**config.mk**
```make
export PLATFORM = sky130hd
export DESIGN_NAME = pipe_elastic_reg_flat
export DESIGN_NICKNAME = d
export VERILOG_FILES = /design/src/rtl/pipe_elastic_reg_pkg.sv /design/src/rtl/pipe_elastic_reg_if.sv /design/src/rtl/pipe_elastic_mem.sv /design/src/rtl/pipe_elastic_reg.sv /design/src/flat_wrapper.sv
export SDC_FILE = /design/constraint.sdc
export NUM_CORES = 1
export LEC_CHECK = 0
export ABC_AREA = 1
export BUFFER_PORTS_ARGS = -buffer_cell sky130_fd_sc_hd__buf_2
export CAP_MARGIN = 0
export CELL_PAD_IN_SITES_DETAIL_PLACEMENT = 1
export CELL_PAD_IN_SITES_GLOBAL_PLACEMENT = 1
export CORE_MARGIN = 2
export CORE_UTILIZATION = 41
export DETAILED_ROUTE_END_ITERATION = 8
export GPL_ROUTABILITY_DRIVEN = 1
export PLACE_DENSITY = 0.78
export SLEW_MARGIN = 20
export SYNTH_ARGS = -nofsm -noshare
export SYNTH_HDL_FRONTEND = slang
export SYNTH_SLANG_ARGS = --single-unit
```
**constraint.sdc**
```tcl
create_clock -name clk -period 3.5 [get_ports clk]
set_clock_uncertainty 0.1 [all_clocks]
set_input_delay 0.7 -clock clk [delete_from_list [all_inputs] [get_ports clk]]
set_output_delay 0.7 -clock clk [all_outputs]
set_load 0.005 [all_outputs]
```
**src/rtl/pipe_elastic_reg_pkg.sv**
```systemverilog
// Shared definitions for the elastic pipeline stage register.
// Holds default geometry, the per-cycle operation encoding and a pointer
// width helper that works for any DEPTH, including non powers of two.
package pipe_elastic_reg_pkg;

  localparam int PIPE_DEFAULT_DEPTH     = 2;
  localparam int PIPE_DEFAULT_PAYLOAD_W = 32;

  // What the queue does on a given edge, from the {push, pop} pair.
  typedef enum logic [1:0] {
    OP_IDLE = 2'b00,
    OP_POP  = 2'b01,
    OP_PUSH = 2'b10,
    OP_BOTH = 2'b11
  } op_e;

  // Pointer width; a single-entry queue still needs a 1-bit pointer.
  function automatic int ptr_width(input int depth);
    return (depth > 1) ? $clog2(depth) : 1;
  endfunction

  function automatic op_e op_kind(input logic push, input logic pop);
    return op_e'({push, pop});
  endfunction

endpackage

```
**src/rtl/pipe_elastic_reg_if.sv**
```systemverilog
// valid/ready/data handshake bundle used on both sides of the stage.
// master sources valid/data, slave returns ready.
interface pipe_elastic_reg_if #(
  parameter int PAYLOAD_W = 32
);
  logic                 valid;
  logic                 ready;
  logic [PAYLOAD_W-1:0] data;

  modport master (output valid, output data, input ready);
  modport slave  (input valid, input data, output ready);
endinterface

```
**src/rtl/pipe_elastic_mem.sv**
```systemverilog
// Payload storage for the elastic stage: DEPTH x PAYLOAD_W registers,
// one write port, asynchronous read. Entries carry no reset; the parent
// forces its output to zero when the queue is empty.
module pipe_elastic_mem
  import pipe_elastic_reg_pkg::*;
#(
  parameter int PAYLOAD_W = PIPE_DEFAULT_PAYLOAD_W,
  parameter int DEPTH     = PIPE_DEFAULT_DEPTH
) (
  input  logic                          clk,
  input  logic                          wr_en,
  input  logic [ptr_width(DEPTH)-1:0]   wr_ptr,
  input  logic [PAYLOAD_W-1:0]          wr_data,
  input  logic [ptr_width(DEPTH)-1:0]   rd_ptr,
  output logic [PAYLOAD_W-1:0]          rd_data
);
  localparam int PTR_W = ptr_width(DEPTH);

  logic [DEPTH-1:0][PAYLOAD_W-1:0] entry_flat;

  for (genvar gi = 0; gi < DEPTH; gi++) begin : gen_entry
    logic [PAYLOAD_W-1:0] entry_reg;

    // Capture the payload when this slot is the write target.
    always_ff @(posedge clk) begin
      if (wr_en && (wr_ptr == PTR_W'(gi))) begin
        entry_reg <= wr_data;
      end
    end

    assign entry_flat[gi] = entry_reg;
  end

  assign rd_data = entry_flat[rd_ptr];

endmodule

```
**src/rtl/pipe_elastic_reg.sv**
```systemverilog
// Elastic pipeline stage register: DEPTH-entry circular queue between two
// valid/ready handshakes, with flush for mispredict squash. in_ready is a
// registered function of occupancy, so there is no combinational ready path.
// Optional feature macro: PIPE_STATS_EN adds a saturating stall counter.
module pipe_elastic_reg
  import pipe_elastic_reg_pkg::*;
#(
  parameter int PAYLOAD_W = PIPE_DEFAULT_PAYLOAD_W,
`ifdef PIPE_STATS_EN
  parameter int CNT_W     = 32,
`endif
  parameter int DEPTH     = PIPE_DEFAULT_DEPTH
) (
  input  logic                          clk,
  input  logic                          rst,
  input  logic                          flush,
  pipe_elastic_reg_if.slave             up,
  pipe_elastic_reg_if.master            dn,
`ifdef PIPE_STATS_EN
  output logic [CNT_W-1:0]              stall_cnt,
`endif
  output logic [$clog2(DEPTH+1)-1:0]    count
);
  localparam int              PTR_W     = ptr_width(DEPTH);
  localparam int              OCC_W     = $clog2(DEPTH + 1);
  localparam logic [OCC_W-1:0] DEPTH_OCC = OCC_W'(DEPTH);
  localparam logic [PTR_W-1:0] PTR_LAST  = PTR_W'(DEPTH - 1);

  logic [PTR_W-1:0]     rd_ptr_reg, rd_ptr_next;
  logic [PTR_W-1:0]     wr_ptr_reg, wr_ptr_next;
  logic [OCC_W-1:0]     count_reg, count_next;
  logic                 in_ready_reg, in_ready_next;
  logic                 head_valid;
  logic                 push, pop;
  op_e                  op;
  logic [PAYLOAD_W-1:0] head_data;

  assign head_valid = (count_reg != '0);
  assign push       = up.valid && in_ready_reg && !flush;
  assign pop        = head_valid && dn.ready && !flush;
  assign op         = op_kind(push, pop);

  // Pointer/occupancy next state; flush empties the queue outright.
  always_comb begin
    rd_ptr_next = rd_ptr_reg;
    wr_ptr_next = wr_ptr_reg;
    count_next  = count_reg;
    if (flush) begin
      rd_ptr_next = '0;
      wr_ptr_next = '0;
      count_next  = '0;
    end else begin
      if (op == OP_PUSH || op == OP_BOTH) begin
        wr_ptr_next = (wr_ptr_reg == PTR_LAST) ? '0 : wr_ptr_reg + PTR_W'(1);
      end
      if (op == OP_POP || op == OP_BOTH) begin
        rd_ptr_next = (rd_ptr_reg == PTR_LAST) ? '0 : rd_ptr_reg + PTR_W'(1);
      end
      case (op)
        OP_PUSH: count_next = count_reg + OCC_W'(1);
        OP_POP:  count_next = count_reg - OCC_W'(1);
        default: count_next = count_reg;
      endcase
    end
    in_ready_next = (count_next < DEPTH_OCC);
  end

  // State register; reset outranks flush, which is folded into *_next.
  always_ff @(posedge clk) begin
    if (rst) begin
      rd_ptr_reg   <= '0;
      wr_ptr_reg   <= '0;
      count_reg    <= '0;
      in_ready_reg <= 1'b1;
    end else begin
      rd_ptr_reg   <= rd_ptr_next;
      wr_ptr_reg   <= wr_ptr_next;
      count_reg    <= count_next;
      in_ready_reg <= in_ready_next;
    end
  end

  pipe_elastic_mem #(
    .PAYLOAD_W (PAYLOAD_W),
    .DEPTH     (DEPTH)
  ) u_mem (
    .clk     (clk),
    .wr_en   (push),
    .wr_ptr  (wr_ptr_reg),
    .wr_data (up.data),
    .rd_ptr  (rd_ptr_reg),
    .rd_data (head_data)
  );

  assign up.ready = in_ready_reg;
  assign dn.valid = head_valid;
  assign dn.data  = head_valid ? head_data : '0;
  assign count    = count_reg;

`ifdef PIPE_STATS_EN
  logic [CNT_W-1:0] stall_reg;

  // Count cycles where the head waits on downstream; flush does not clear it.
  always_ff @(posedge clk) begin
    if (rst) begin
      stall_reg <= '0;
    end else if (head_valid && !dn.ready && (stall_reg != '1)) begin
      stall_reg <= stall_reg + CNT_W'(1);
    end
  end

  assign stall_cnt = stall_reg;
`endif

endmodule

```
**src/flat_wrapper.sv**
```systemverilog
// flat-port wrapper written by rule: the top's interface ports become plain ports
module pipe_elastic_reg_flat import pipe_elastic_reg_pkg::*;
#(
  parameter int PAYLOAD_W = PIPE_DEFAULT_PAYLOAD_W,

  parameter int DEPTH     = PIPE_DEFAULT_DEPTH
)
  (clk, rst, flush, count, up_valid, up_data, up_ready, dn_valid, dn_data, dn_ready);
  pipe_elastic_reg_if #(.PAYLOAD_W(PAYLOAD_W)) up_i ();
  pipe_elastic_reg_if #(.PAYLOAD_W(PAYLOAD_W)) dn_i ();
  input  logic clk;
  input  logic rst;
  input  logic flush;
  output logic [$clog2(DEPTH+1)-1:0] count;
  input wire logic [$bits(up_i.valid)-1:0] up_valid;
  input wire logic [$bits(up_i.data)-1:0] up_data;
  output wire logic [$bits(up_i.ready)-1:0] up_ready;
  output wire logic [$bits(dn_i.valid)-1:0] dn_valid;
  output wire logic [$bits(dn_i.data)-1:0] dn_data;
  input wire logic [$bits(dn_i.ready)-1:0] dn_ready;
  assign up_i.valid = up_valid;
  assign up_i.data = up_data;
  assign up_ready = up_i.ready;
  assign dn_valid = dn_i.valid;
  assign dn_data = dn_i.data;
  assign dn_i.ready = dn_ready;
  pipe_elastic_reg #(.PAYLOAD_W(PAYLOAD_W), .DEPTH(DEPTH)) u_core (.clk(clk), .rst(rst), .flush(flush), .up(up_i), .dn(dn_i), .count(count));
endmodule
```
Word-level counts from Yosys, hierarchy flattened
Cells that the tools add are included. Widths: inputs -> output; s select.

Flip-flop bits (word level): 69. Bits in latches: 0. RAM bits: 0. Memory bits (read-only): 0. Bits of input ports: 37. Output and inout bits: 36. Logic and storage cells: 34. Memories: 0.

Add/sub/neg operators: 4. Multiply operators: 0. Div/mod/pow operators: 0. Order comparisons: 2. Eq/ne operators: 3. Shift-type cells: 0. Mux-type cells: 7. Bitwise operators: 1. Reduce and logical (&&, ||, !) cells: 11.

Operator list (number): $mux 32 (3); $logic_and 1x1->1 (6); $eq 2x2->1 const B (2); $pmux 2 s2 (1); $add 1x1->1 const B (2); $add 2x1->2 const B (1); $eq 2x1->1 const B (1); $logic_or 1x1->1 (2); $lt 1x2->1 const B (1); $lt 2x2->1 const B (1); $mux 1 (2); $mux 2 (1); $reduce_bool 2->1 (1); $reduce_or 2->1 (1); $sub 2x1->2 const B (1); $logic_not 1->1 (1); $not 1->1 (1).

Logic depth before layout (Yosys ltp)
Gate-level depths: netlist (run 1).

Depth after elaboration: 7. Mapped depth: 10. Depth with buffers taken out: 10.

By module
Synthesis (run 1) repeated with hierarchy kept, for this count alone.

Cells, all modules: 277. Area, all modules: 3045.4 sq um.

By module, submodules not included: pipe_elastic_mem (times used 1, cells each 172, area each 2428.6 sq um, sequential area each 1921.8 sq um); pipe_elastic_reg (times used 1, cells each 105, area each 616.8 sq um, sequential area each 100.1 sq um).

Worst setup path after synthesis (run 1)
OpenSTA, ideal clock, no wires.

Kind: input-to-reg. Start: input flush. End: register u_core.u_mem.gen_entry[0].entry_reg[0] (enable). Library setup time: 421 ps. Arrival time: 2247 ps. Required time: 2979 ps. Path slack: 732 ps. Cell stages on the path: 3. Buffers on the path: 0. Cell sequence: inv_1 nand3_1 nor2_1.

Longest elaborated chain between the ends: 3.

RTL lines: start: declaration (RTL line flat_wrapper.sv:13) `input logic flush;`; $logic_not 1->1 (RTL line pipe_elastic_reg.sv:39) `assign push = up.valid && in_ready_reg && !flush;`; $logic_and 1x1->1 (RTL line pipe_elastic_reg.sv:39); $logic_and 1x1->1 (RTL line pipe_elastic_mem.sv:26) `if (wr_en && (wr_ptr == PTR_W'(gi))) begin`; end signal: assignment (RTL line pipe_elastic_mem.sv:27) `entry_reg <= wr_data;`; end: declaration (RTL line pipe_elastic_mem.sv:22) `logic [PAYLOAD_W-1:0] entry_reg;`.

No other way between the ends. A chain may end at the register's enable or synchronous reset.

Worst setup path in the final report (run 1)
Start: register u_core.count_reg[0], in the netlist u_core.count[0]. End: output dn_data[1].

Longest elaborated chain between the ends: 2.

RTL lines: start: declaration (RTL line pipe_elastic_reg.sv:31) `logic [OCC_W-1:0] count_reg, count_next;`; start signal: assignment (RTL line pipe_elastic_reg.sv:78) `count_reg <= count_next;`; $reduce_bool 2->1 (RTL line pipe_elastic_reg.sv:38) `assign head_valid = (count_reg != '0);`; $mux 32 (RTL line pipe_elastic_reg.sv:97) `assign dn.data = head_valid ? head_data : '0;`; end: declaration (RTL line flat_wrapper.sv:19) `output wire logic [$bits(dn_i.data)-1:0] dn_data;`.

No other way between the ends.

==> results of run 1 <==
-- layout make-up --
cell class | instances | area [µm²]
Inverter | 10 | 37.54
Clock inverter | 6 | 111.4
Multi-Input combinational cell | 128 | 585.6
Timing Repair Buffer | 73 | 367.9
Sequential cell | 69 | 2022
Clock buffer | 10 | 127.6
Tap cell | 77 | 96.34
Fill cell | 710 | 3038
-- worst paths after layout --
path / to / cells after the start / slack (ns)
worst min register to register: u_core.count[0] / 1 / 0.46
worst max-delay path: dn_data[1] / 3 / 0.99
worst min-delay path: u_core.u_mem.gen_entry[1].entry_reg[25] / 1 / 0.45
worst max register to register: u_core.up.ready / 9 / 1.37
-- where the power goes --
group	internal (mW)	total [mW]	leakage, nW	switching, mW
clock network	0.473	0.767	0.116	0.293
logic	0.0330	0.0857	0.653	0.0527
registers	0.925	0.932	0.628	0.00691
-- stage by stage --
stage / total power, mW / hold slack [ns] / util (%) / setup WS [ns] / area (µm²)
floorplan: 0.9913 / 0.4143 / - / 0.7319 / 2724
finish: 1.785 / 0.4494 / 52.43 / 0.9935 / 3348
global route: 1.852 / 0.4309 / 52.43 / 0.8448 / 3348
detailed placement: 1.038 / 0.4445 / 48.69 / 1.094 / 3109
global placement: 1.034 / 0.4202 / 48.69 / 1.120 / 3109
CTS: 1.797 / 0.4354 / 52.43 / 0.9480 / 3348
-- cell families (layout without fill, tap and decap cells) --
family                     after synthesis  count (layout)  share of synthesized area [%]
DFF                                     69              69                          74.23
AOI/OAI and AO/OA                       35              35                          6.523
and+or+nand+nor                         90              90                          13.05
buffers and inverters                   20              99                          4.823
adders and majority gates                3               3                          1.378
-- cells in the final DEF (no fill, tap or decap), types with 2 or more instances in the layout --
master	count
nor2_1	9
nand3_1	2
buf_2	72
ha_1	3
nand2_1	73
nor2_4	3
dfxtp_1	5
bufinv_16	3
nor2_2	2
edfxtp_1	64
a21oi_1	33
inv_1	9
clkbuf_8	9
-- routing by layer --
metal,part of all wire [%],wire (µm),vias up
met5,0,0,-
met4,1.5,89,0
met3,5.6,330,8
met2,49,2844,48
met1,44,2577,874
li1,-,-,893
-- critical path, stage by stage, from the launching register on --
cell and delay [ns]:
dfxtp_1 0.38, nor2_4 0.66, a21oi_1 0.14, buf_2 0.18
==> metrics, run 1 <==
die height 85.51 µm; Tcrit/Tclk final 71.61%; Peak Freq 399.0 MHz; Startpoint Class flop; flops & latches, synth 69; Critical path origin u_core.count[0]; worst r2r src u_core.count[0]; Clock Tree Buf Depth 2; number of buffers added on ports 72; vias per std cell 4.887; status finished, final reports clean; Max-Cap Viols 0; Mapped Cells 217; wire length per cell 15.66 µm; area share of the largest cell type after synthesis 70.56%; GRT Overall Usage 16.95%; Post-synth ARST share 0%; clk_lat worst skew 0.33 ns; diode count 0; layout cells sized above 1 31.76%; die width 85.51 µm; most frequent cell after synthesis nand2_1; commonest cells in the netlist nand2_1, edfxtp_1, a21oi_1, nor2_1, inv_1; DR DRC count 0; Fin. Hold Viols 0; HP Class input port to flop; placed insts 357; area delta synth->final 22.92%; clk sinks 69; area of the mapped netlist 2724 µm²; Root Driver clkbuf_8; CTS tree done; TritonCTS buffer count 9; Final Max Slew Viols 0; ANT nets after route 0; initial antenna violation count 0; Worst Path Arrival 1.71 ns; RSZ-0062 raised after global routing no; synth warn 0; IR drop worst, VDD 0.0002136 V; Core ar. 6386 µm²; sequential-to-total area share from yosys stat 74.23%; Power Dens Cells 533.1 nW/µm²; count of final setup violators 0; Worst setup EP type output pin; post-layout minimum cycle time 2.506 ns; pin count of the biggest net entering global routing 35; final WL 5.841 mm; worst-margin pin slew 0.9378 ns; overall overflow remaining after global route 0; Global Route met2 Usage 27.91%; initial drt markers 95; post-cts sizing count 0; first-pass GRT wire length 9.273 mm; First-pass DRT Iterations 4; Setup Fix Bufs, Post-CTS 0; Finished Layout Cells 373; Hold Buf Count CTS 0; Synth area leaders edfxtp_1, nand2_1, a21oi_1; largest area contributor in the netlist edfxtp_1; GRT busiest layer met2; max reg flops 64; synth unique cells 16; EDFF count, synth 64; total die area 7312 µm²; initial core utilization 42.65%; Site Rows 29; via count 1823; met1 Use GR 21.03%; sum of negative setup slack 0 ns; Hold Crit Start up_data[25]; Reg clk slew, reported paths 0.08 ns; DP Wirelength 3.780 mm; global routing usage on met3 5.005%; Syn Nets 257; Mapped Avg Cell Area 12.55 µm²; H-tree Lvls 3; CP required 2.70 ns; Pleak 1.397 nW; gp weighted congestion 0.7476; max_slew headroom 37.33%; vias in the first global route 1889; io pins 73; critical path type flop to output pin; crit path max fanout 34; Layout Nets 331; top_reg_cell synth edfxtp_1
No activity file was read; power rests on OpenSTA's default activity.
==> run 2, diff against run 1 <==
--- a/config.mk
+++ b/config.mk
@@ -5,16 +5,16 @@
 export SDC_FILE = /design/constraint.sdc
 export NUM_CORES = 1
 export LEC_CHECK = 0
-export ABC_AREA = 1
+export ABC_AREA = 0
 export BUFFER_PORTS_ARGS = -buffer_cell sky130_fd_sc_hd__buf_2
 export CAP_MARGIN = 0
 export CELL_PAD_IN_SITES_DETAIL_PLACEMENT = 1
 export CELL_PAD_IN_SITES_GLOBAL_PLACEMENT = 1
 export CORE_MARGIN = 2
-export CORE_UTILIZATION = 41
+export CORE_UTILIZATION = 38
 export DETAILED_ROUTE_END_ITERATION = 8
 export GPL_ROUTABILITY_DRIVEN = 1
-export PLACE_DENSITY = 0.78
+export PLACE_DENSITY = 0.74
 export SLEW_MARGIN = 20
 export SYNTH_ARGS = -nofsm -noshare
 export SYNTH_HDL_FRONTEND = slang
==> constraint.sdc (replaced) <==
create_clock -name clk -period 2.2 [get_ports clk]
set_clock_uncertainty 0.1 [all_clocks]
set_input_delay 0.44 -clock clk [delete_from_list [all_inputs] [get_ports clk]]
set_output_delay 0.44 -clock clk [all_outputs]
set_load 0.005 [all_outputs]
==> run 2 against run 1 <==
  * Flip-flop and latch count unchanged
  * Final area rose by 1.5%
  * Synthesized cell count is 23% lower
  * Synthesized area is 1.8% lower
  * Combinational power up 67%
  * Worst hold slack worse by 0.27 ns
  * Global-route usage down 2.4 points
  * Sequential share of layout area shrank 0.85 points
==> metrics, run 2 <==
worst-margin pin slew 0.3698 ns; IR drop worst, VDD 0.0004251 V; Startpoint Class flop; sequential-to-total area share from yosys stat 75.62%; crit path buf inv count 2; R2R depth 5; clk sinks 69; Worst setup EP type output pin; DR DRC count 0; Mapped Avg Cell Area 16.01 µm²; Place WS 0.2670 ns; crit path max fanout 22; Power Dens Cells 810.1 nW/µm²; EDFF count, synth 64; initial antenna violation count 0; Setup Fix Bufs, Post-CTS 0; met3 wire length 271 µm; reg2reg setup slack 0.33 ns; first-pass GRT wire length 8.114 mm; total die area 7723 µm²; number of buffers added on ports 72; wire length per cell 14.61 µm; Worst Path Arrival 1.47 ns; synth warn 0; gp weighted congestion 0.7198; most frequent cell after synthesis edfxtp_1; clk_lat worst skew 0.34 ns; Peak Freq 496.7 MHz; Max-Cap Viols 0; top layer in use met4; Root Driver clkbuf_8; TritonCTS buffer count 9; Worst R2R End u_core.count[1]; most frequent cells in the layout buf_2, edfxtp_1, nor2_1; post-layout minimum cycle time 2.013 ns; fill count 705; max reg flops 64; status finished, final reports clean; CTS tree done; Reg clk slew, reported paths 0.08 ns; Syn Nets 207; count of final setup violators 0; via count 1589; Hold Buf Count CTS 0; max incr delay on CP 0.34 ns; commonest cells in the netlist edfxtp_1, nor2_1, mux2i_1, dfxtp_1, buf_2; die height 87.88 µm; RSZ-0062 raised after global routing no; overall overflow remaining after global route 0; HP Class input port to flop; layout cells sized above 1 40.00%; slowest CP cell buf_4; total stage count of the critical path 4; pin count of the biggest net entering global routing 34; synth unique cells 16; H-tree Lvls 3; Mapped Cells 167; vias per std cell 4.527; initial core utilization 39.36%; Synth area leaders edfxtp_1, mux2i_1, nor2_1; vias in the first global route 1708; io pins 73; sum of negative setup slack 0 ns; Layout Nets 290; crit-path leading delay family buffers and inverters; max_slew headroom 75.35%; CP required 1.66 ns; flops & latches, synth 69; die width 87.88 µm; Critical path origin u_core.rd_ptr_reg; First-pass DRT Iterations 4; CP Cell Sequence buf_4, mux2i_1, nor2_1, buf_2; Post-synth ARST share 0%; final WL 5.127 mm; Tcrit/Tclk final 91.50%; worst r2r src u_core.count[0]; DP Wirelength 3.605 mm; Fin. Hold Viols 0; post-cts sizing count 0; worst setup path endpoint dn_data[1]; metal1 wirelength 2.068 mm; Clock Tree Buf Depth 2; top_reg_cell synth edfxtp_1; initial drt markers 84; largest area contributor in the netlist edfxtp_1; met2 WL 2.634 mm; critical path type flop to output pin; area of the mapped netlist 2674 µm²; Site Rows 30; area share of the largest cell type after synthesis 71.88%; GRT Overall Usage 14.54%; area delta synth->final 27.09%; ANT nets after route 0; Core ar. 6794 µm²; Final Max Slew Viols 0; commonest non-fill, non-tap cell in the layout buf_2; Pleak 1.312 nW; diode count 0; final worst slack 0.1869 ns
[run 2: changes by cell type after synthesis, moves of 6 or more]
| cell | change |
|---|---|
| a21oi_1 | -33 |
| nor2_1 | +28 |
| nand2_1 | -72 |
| buf_6 | -7 |
| mux2i_1 | +32 |
| inv_1 | -6 |
[run 2: power breakdown]
group	total (mW)	switching (mW)	internal (mW)	leakage, nW
Combinational	0.143	0.0785	0.0642	0.578
Sequential	1.48	0.0111	1.47	0.629
Clock	1.13	0.486	0.641	0.106
[run 2: area by class of cell]
class	count	area, µm²	area share (%)
Clock buffer	9	123.9	3.645
Clock inverter	7	97.59	2.872
Inverter	3	11.26	0.3314
Multi-Input combinational cell	88	609.3	17.93
Sequential cell	69	2023	59.54
Tap cell	96	120.1	3.535
Timing Repair Buffer	79	412.9	12.15
[run 2: layer usage]
metal / vias to the layer above / global-route usage [%]
met5: - / 0
met4: 0 / 9.371
met3: 13 / 3.582
met2: 51 / 24.17
met1: 756 / 16.74
li1: 769 / -
[run 2: logic make-up (layout without fill, tap and decap cells)]
group	count (synthesis)	after routing	synth area share [%]
simple gates	45	45	6.738
mux	32	32	11.98
compound gates	4	4	0.9357
flops	69	69	75.62
buf+inv	10	98	2.012
xor+xnor	4	4	1.310
fa+ha+maj	3	3	1.404
[run 2: worst register-to-register path, cell delays in order, from the launching register on]
cell and delay, ns:
dfxtp_1 0.42, o21ai_0 0.18, or2_2 0.32, ha_1 0.35
o21a_1 0.21, o21a_1 0.18
[run 2: worst min-delay path by stage]
stage                            startpoint                                       to  slack (ns)  depth (start not counted)
after CTS                       up_data[26]  u_core.u_mem.gen_entry[1].entry_reg[26]        0.16                          1
after detailed placement  u_core.wr_ptr_reg                        u_core.wr_ptr_reg        0.50                          2
after global routing             up_data[1]   u_core.u_mem.gen_entry[0].entry_reg[1]        0.16                          1
after floorplan           u_core.wr_ptr_reg                        u_core.wr_ptr_reg        0.41                          2
after global placement    u_core.wr_ptr_reg                        u_core.wr_ptr_reg        0.49                          2
final                           up_data[26]  u_core.u_mem.gen_entry[1].entry_reg[26]        0.18                          1
[run 2: metrics by stage]
stage | hold WS, ns | power (mW) | area (µm²) | utilization, % | cells
2_1_floorplan | 0.4122 | 1.576 | 2676 | - | 167
3_3_place_gp | 0.4875 | 1.651 | 3177 | 46.76 | 335
3_5_place_dp | 0.4963 | 1.661 | 3177 | 46.76 | 335
4_1_cts | 0.1593 | 2.799 | 3398 | 50.02 | 351
5_1_grt | 0.1641 | 2.863 | 3398 | 50.02 | 351
6_report | 0.1765 | 2.753 | 3398 | 50.02 | 351
